### src/rtl/acs_pm_unit.sv
// Add-compare-select path-metric unit for a rate-1/2 Viterbi decoder.
// Holds one metric per trellis state and produces survivor decisions, reachability and the best state per symbol.
module acs_pm_unit #(
  parameter int unsigned  K    = 3,
  parameter logic [K-1:0] G0   = 3'b111,
  parameter logic [K-1:0] G1   = 3'b101,
  parameter int unsigned  BM_W = 2,
  parameter int unsigned  PM_W = 8
) (
  input  logic                      clk,
  input  logic                      rst,
  input  logic                      in_valid,
  output logic                      in_ready,
  input  logic                      in_start,
  input  logic [4*BM_W-1:0]         bm,
  output logic                      dec_valid,
  input  logic                      dec_ready,
  output logic [(1<<(K-1))-1:0]     dec_bits,
  output logic [(1<<(K-1))-1:0]     state_valid,
  output logic [K-2:0]              best_state,
  output logic [PM_W-1:0]           best_pm
);

  localparam int unsigned N_ST = 1 << (K - 1);
  localparam int unsigned SW   = K - 1;
  localparam int unsigned EW   = PM_W + 1;

  logic [PM_W-1:0] r_pm [N_ST];
  logic [N_ST-1:0] r_valid;
  logic [N_ST-1:0] r_dec_bits;
  logic [SW-1:0]   r_best_state;
  logic [PM_W-1:0] r_best_pm;
  logic            r_dec_valid;

  logic            w_accept;
  logic [PM_W-1:0] w_src_pm [N_ST];
  logic [N_ST-1:0] w_src_valid;
  logic [PM_W-1:0] w_min;
  logic [PM_W-1:0] w_new_pm [N_ST];
  logic [N_ST-1:0] w_new_valid;
  logic [N_ST-1:0] w_new_dec;
  logic [SW-1:0]   w_best_state;
  logic [PM_W-1:0] w_best_pm;
  logic            w_best_found;

  // Single-entry output register: a new symbol may enter whenever the word drains this cycle.
  assign in_ready = !r_dec_valid || dec_ready;
  assign w_accept = in_valid && in_ready;

  // A block start restarts the trellis from state 0 with zero metrics.
  always_comb begin
    w_src_valid = in_start ? N_ST'(1) : r_valid;
    for (int s = 0; s < N_ST; s++) begin
      w_src_pm[s] = in_start ? '0 : r_pm[s];
    end
  end

  // Normalisation offset: smallest metric among reachable states only.
  always_comb begin
    w_min = '1;
    for (int s = 0; s < N_ST; s++) begin
      if (w_src_valid[s] && (w_src_pm[s] < w_min)) begin
        w_min = w_src_pm[s];
      end
    end
  end

  for (genvar s = 0; s < N_ST; s++) begin : g_acs
    localparam int unsigned    P0   = (2 * s) % N_ST;
    localparam int unsigned    P1   = P0 + 1;
    localparam int unsigned    U    = s / (N_ST / 2);
    localparam logic [K-1:0]   REG0 = K'(U * N_ST + P0);
    localparam logic [K-1:0]   REG1 = K'(U * N_ST + P1);
    localparam int unsigned    IDX0 = 2 * int'(^(REG0 & G0)) + int'(^(REG0 & G1));
    localparam int unsigned    IDX1 = 2 * int'(^(REG1 & G0)) + int'(^(REG1 & G1));

    logic [BM_W-1:0] w_bm0;
    logic [BM_W-1:0] w_bm1;
    logic [EW-1:0]   w_cand0;
    logic [EW-1:0]   w_cand1;
    logic [PM_W-1:0] w_sat0;
    logic [PM_W-1:0] w_sat1;
    logic            w_v0;
    logic            w_v1;
    logic            w_sel;

    assign w_bm0   = bm[IDX0*BM_W +: BM_W];
    assign w_bm1   = bm[IDX1*BM_W +: BM_W];
    assign w_cand0 = EW'(w_src_pm[P0]) - EW'(w_min) + EW'(w_bm0);
    assign w_cand1 = EW'(w_src_pm[P1]) - EW'(w_min) + EW'(w_bm1);
    // Carry into the extra bit means the metric overflowed; clamp to full scale.
    assign w_sat0  = w_cand0[PM_W] ? '1 : w_cand0[PM_W-1:0];
    assign w_sat1  = w_cand1[PM_W] ? '1 : w_cand1[PM_W-1:0];
    assign w_v0    = w_src_valid[P0];
    assign w_v1    = w_src_valid[P1];
    // Odd predecessor wins only when it alone is reachable or strictly cheaper.
    assign w_sel   = w_v1 && (!w_v0 || (w_sat1 < w_sat0));

    assign w_new_dec[s]   = w_sel;
    assign w_new_valid[s] = w_v0 || w_v1;
    assign w_new_pm[s]    = w_sel ? w_sat1 : w_sat0;
  end

  // Best state: lowest metric among reachable states, lowest index on ties.
  always_comb begin
    w_best_state = '0;
    w_best_pm    = '0;
    w_best_found = 1'b0;
    for (int s = 0; s < N_ST; s++) begin
      if (w_new_valid[s] && (!w_best_found || (w_new_pm[s] < w_best_pm))) begin
        w_best_found = 1'b1;
        w_best_state = SW'(s);
        w_best_pm    = w_new_pm[s];
      end
    end
  end

  always_ff @(posedge clk) begin
    if (rst) begin
      for (int s = 0; s < N_ST; s++) begin
        r_pm[s] <= '0;
      end
      r_valid      <= N_ST'(1);
      r_dec_bits   <= '0;
      r_best_state <= '0;
      r_best_pm    <= '0;
      r_dec_valid  <= 1'b0;
    end else if (w_accept) begin
      for (int s = 0; s < N_ST; s++) begin
        r_pm[s] <= w_new_pm[s];
      end
      r_valid      <= w_new_valid;
      r_dec_bits   <= w_new_dec;
      r_best_state <= w_best_state;
      r_best_pm    <= w_best_pm;
      r_dec_valid  <= 1'b1;
    end else if (dec_ready) begin
      r_dec_valid  <= 1'b0;
    end
  end

  assign dec_valid   = r_dec_valid;
  assign dec_bits    = r_dec_bits;
  assign state_valid = r_valid;
  assign best_state  = r_best_state;
  assign best_pm     = r_best_pm;

endmodule

### config.mk
export PLATFORM = sky130hd
export DESIGN_NAME = acs_pm_unit
export DESIGN_NICKNAME = d
export VERILOG_FILES = /design/src/rtl/acs_pm_unit.sv
export SDC_FILE = /design/constraint.sdc
export NUM_CORES = 1
export LEC_CHECK = 0
export ABC_AREA = 1
export BUFFER_PORTS_ARGS = -buffer_cell sky130_fd_sc_hd__buf_2
export CORE_ASPECT_RATIO = 2
export CORE_MARGIN = 5
export CORE_UTILIZATION = 40
export CTS_CLUSTER_DIAMETER = 100
export CTS_CLUSTER_SIZE = 40
export DETAILED_ROUTE_END_ITERATION = 8
export SYNTH_ARGS = -nofsm -noshare
export SYNTH_HDL_FRONTEND = slang
export SYNTH_SLANG_ARGS = --single-unit
### constraint.sdc
create_clock -name clk -period 16.4 [get_ports clk]
set_input_delay 1.64 -clock clk [delete_from_list [all_inputs] [get_ports clk]]
set_output_delay 1.64 -clock clk [all_outputs]
set_load 0.05 [all_outputs]
==> run metrics <==
Die X=112 um; post-route antenna net violation count=0; Seq/Total Area, Yosys=15.8%; initial antenna violation count=0; vias in the first global route=8694; Post-synth top cells=nand2_1 (382), inv_1 (171), nor2_1 (160), nand3_1 (142), ha_1 (99); DP Worst Slack=0.891 ns; final setup fails=0; number of antenna diodes=0; Worst Skew=0.00611 ns; area share of the largest cell type after synthesis=17.2%; gr usage total=23.2%; routed wire length=28200 um; Via-to-Cell Ratio=5.21; Worst EP required=16.64 ns; Synth Instances=1346; hpwl dp=24600 um; final worst slack=1.38 ns; post-synthesis cell type count=53; crit-path max cell delay=0.75 ns; pwr dens=189 mW/mm^2; final instance area=0.00893 sq mm; met1 Use GR=20.7%; layer with the highest usage=met2; std cell rows=74; DRC violations left=0; Seq cells post-synth=50; hold crit path type=reg -> reg; EDFF count, synth=32; Cell Area, Placed=0.00878 sq mm; proportion of layout cells with a drive suffix above 1=11.3%; Leak=4.78 nW; Final Max Tran Viols=0; met3 Track Usage GR=1.36%; Worst EP arrival=15.25 ns; RSZ-0062 raised after global routing=false; initial DRC count=476; root buffer cell=clkbuf_16; routed len/inst=17.2 um; DR pass1 iterations=5; status=complete, no violations; Die Ht=214 um; placer congestion estimate=0.966; Total Nets Final=1497; largest net degree at the start of global routing=39; GRT met2 Usage=44.9%; Fmax=0.0666 GHz; slowest cell on the critical path=a2111oi_0; relative slew slack=26.8%; Total Neg Setup Slack=0 ns; Vias=8556; crit-path max FO=27; final cycle utilization of the critical path=91.6%; CTS tree=yes; Filler Cells Inserted=2329; minimum clock period=15.02 ns; syn_area_per_cell=6.21 sq um; Clock Path Buffers=2; CORE AREA=0.0206 sq mm; first-pass GRT wire length=44000 um; largest cells by area after synthesis=nand2_1 (17%), ha_1 (15%), edfxtp_1 (12%); clk slew on worst S/H paths=0.06 ns; Worst Max-Slew Pin Slew=1.09 ns; latest clock arrival within the worst-skew pair=0.29 ns; Syn. warnings=0; CP endpoint kind=flip-flop; H-Tree Depth=2; Final Hold Vio Count=0; Area Growth Syn to Fin=6.88%; syn nets=1467; placed cells=1635; most frequent cell after synthesis=nand2_1; maximum vdd drop=105 uV; max-cap violations=0; PortBufs=32; async set-reset flop share out of synthesis=0%; startpoint types=input pin; CTS Buf Count=5; clk sinks=50; Congestion Overflow GR=0; most numerous cell on the critical path=nand2_1; fin cells=1643; Top Ports=33; Synth Flop Type=edfxtp_1; Setup Crit Path Kind=in -> reg; Initial Util=40.6%; Mapped Area=0.00835 sq mm; Final Core Density=43.4%; Synth area leader=nand2_1; Die Area=0.0240 sq mm
[worst max-delay path: cells and delay by family]
kind	cells	cell delay (ns)
and+or+nand+nor	34	4.66
buffers and inverters	10	1.44
adders and majority gates	9	2.52
AOI/OAI and AO/OA	21	4.94
[where the power goes]
part / leakage (nW) / switching, mW / total (mW) / internal [mW]
logic: 4.22 / 0.942 / 1.41 / 0.464
registers: 0.495 / 0.0150 / 0.179 / 0.163
clock network: 0.0679 / 0.0457 / 0.102 / 0.0566
[metal layers]
metal  vias to the layer above  routed length, um
met1                      3852               9470
met3                       109                559
met4                         0               3170
met2                       189              15000
met5                         -                  0
li1                       4406                  -
[registers in the layout, summed over array words and instances, names as in the netlist]
| name | cells |
|---|---|
| dec_bits | 4 |
| state_valid | 3 |
| dec_valid | 1 |
| r_pm | 32 |
| best_state | 2 |
| best_pm | 8 |
[area by class of cell]
| type | instances | area (sq um) | area share [%] |
|---|---|---|---|
| clock buffer | 5 | 125 | 1.40 |
| clock inverter | 3 | 20.0 | 0.224 |
| inverter | 182 | 683 | 7.65 |
| multi-input combinational | 1095 | 6210 | 69.6 |
| sequential | 50 | 1320 | 14.8 |
| tap | 266 | 333 | 3.73 |
| timing repair buffer | 42 | 235 | 2.63 |
[stage by stage]
step	total power [mW]	hold slack (ns)
CTS	1.69	0.456
global placement	1.57	0.436
global route	1.89	0.472
detailed placement	1.58	0.436
floorplan	1.25	0.675
finish	1.69	0.453
[path summary, 6_finish.rpt]
check / startpoint / end / slack (ns) / cells past startpoint
worst max-delay path: in_start / best_pm[1] / 1.38 / 74
worst min-delay path: best_pm[7] / best_pm[7] / 0.45 / 2
worst max register to register: state_valid[0] / best_pm[1] / 2.61 / 73
worst min register to register: best_pm[7] / best_pm[7] / 0.45 / 2
[layout by cell type (no fill, tap or decap), types with 2 or more instances in the layout]
| cell type | Yosys | routed |
|---|---|---|
| nand2_1 | 382 | 382 |
| inv_1 | 171 | 171 |
| nor2_1 | 160 | 160 |
| nand3_1 | 142 | 142 |
| ha_1 | 99 | 99 |
| o21ai_0 | 74 | 73 |
| a21oi_1 | 42 | 42 |
| nand2_2 | 41 | 41 |
| buf_2 | 2 | 32 |
| edfxtp_1 | 32 | 32 |
| xor2_1 | 29 | 29 |
| dfxtp_1 | 18 | 18 |
| or2_2 | 16 | 16 |
| nand4_1 | 15 | 15 |
| inv_2 | 11 | 11 |
| nand2_4 | 11 | 11 |
| buf_4 | 5 | 10 |
| fa_1 | 9 | 9 |
| nor2_2 | 8 | 8 |
| o21bai_1 | 6 | 6 |
| nor3_1 | 6 | 6 |
| xnor2_1 | 6 | 6 |
| nand3_2 | 5 | 5 |
| o21a_1 | 5 | 5 |
| clkbuf_16 | 0 | 5 |
| nand3b_1 | 4 | 4 |
| a211oi_1 | 4 | 4 |
| o21ai_2 | 3 | 3 |
| xor2_2 | 3 | 3 |
| nor2_4 | 2 | 2 |
| a31oi_1 | 2 | 2 |
| o21ai_1 | 1 | 2 |
| and2_1 | 2 | 2 |
| o22ai_1 | 2 | 2 |
[logic make-up after synthesis]
kind of cell | count (synthesis) | share of synthesized area, %
AOI/OAI and AO/OA | 150 | 10.4
xor gates and xnor gates | 38 | 4.25
adders and majority gates | 108 | 17.0
buffers and inverters | 201 | 9.84
DFF | 50 | 15.8
and+or+nand+nor | 799 | 42.7
[timing repair]
item	4_1_cts	5_1_grt
buffers inserted	0	0
hold buffers	0	0
setup endpoints to repair	0	10
resized for setup	0	1
(Power assumes the default switching activity.)
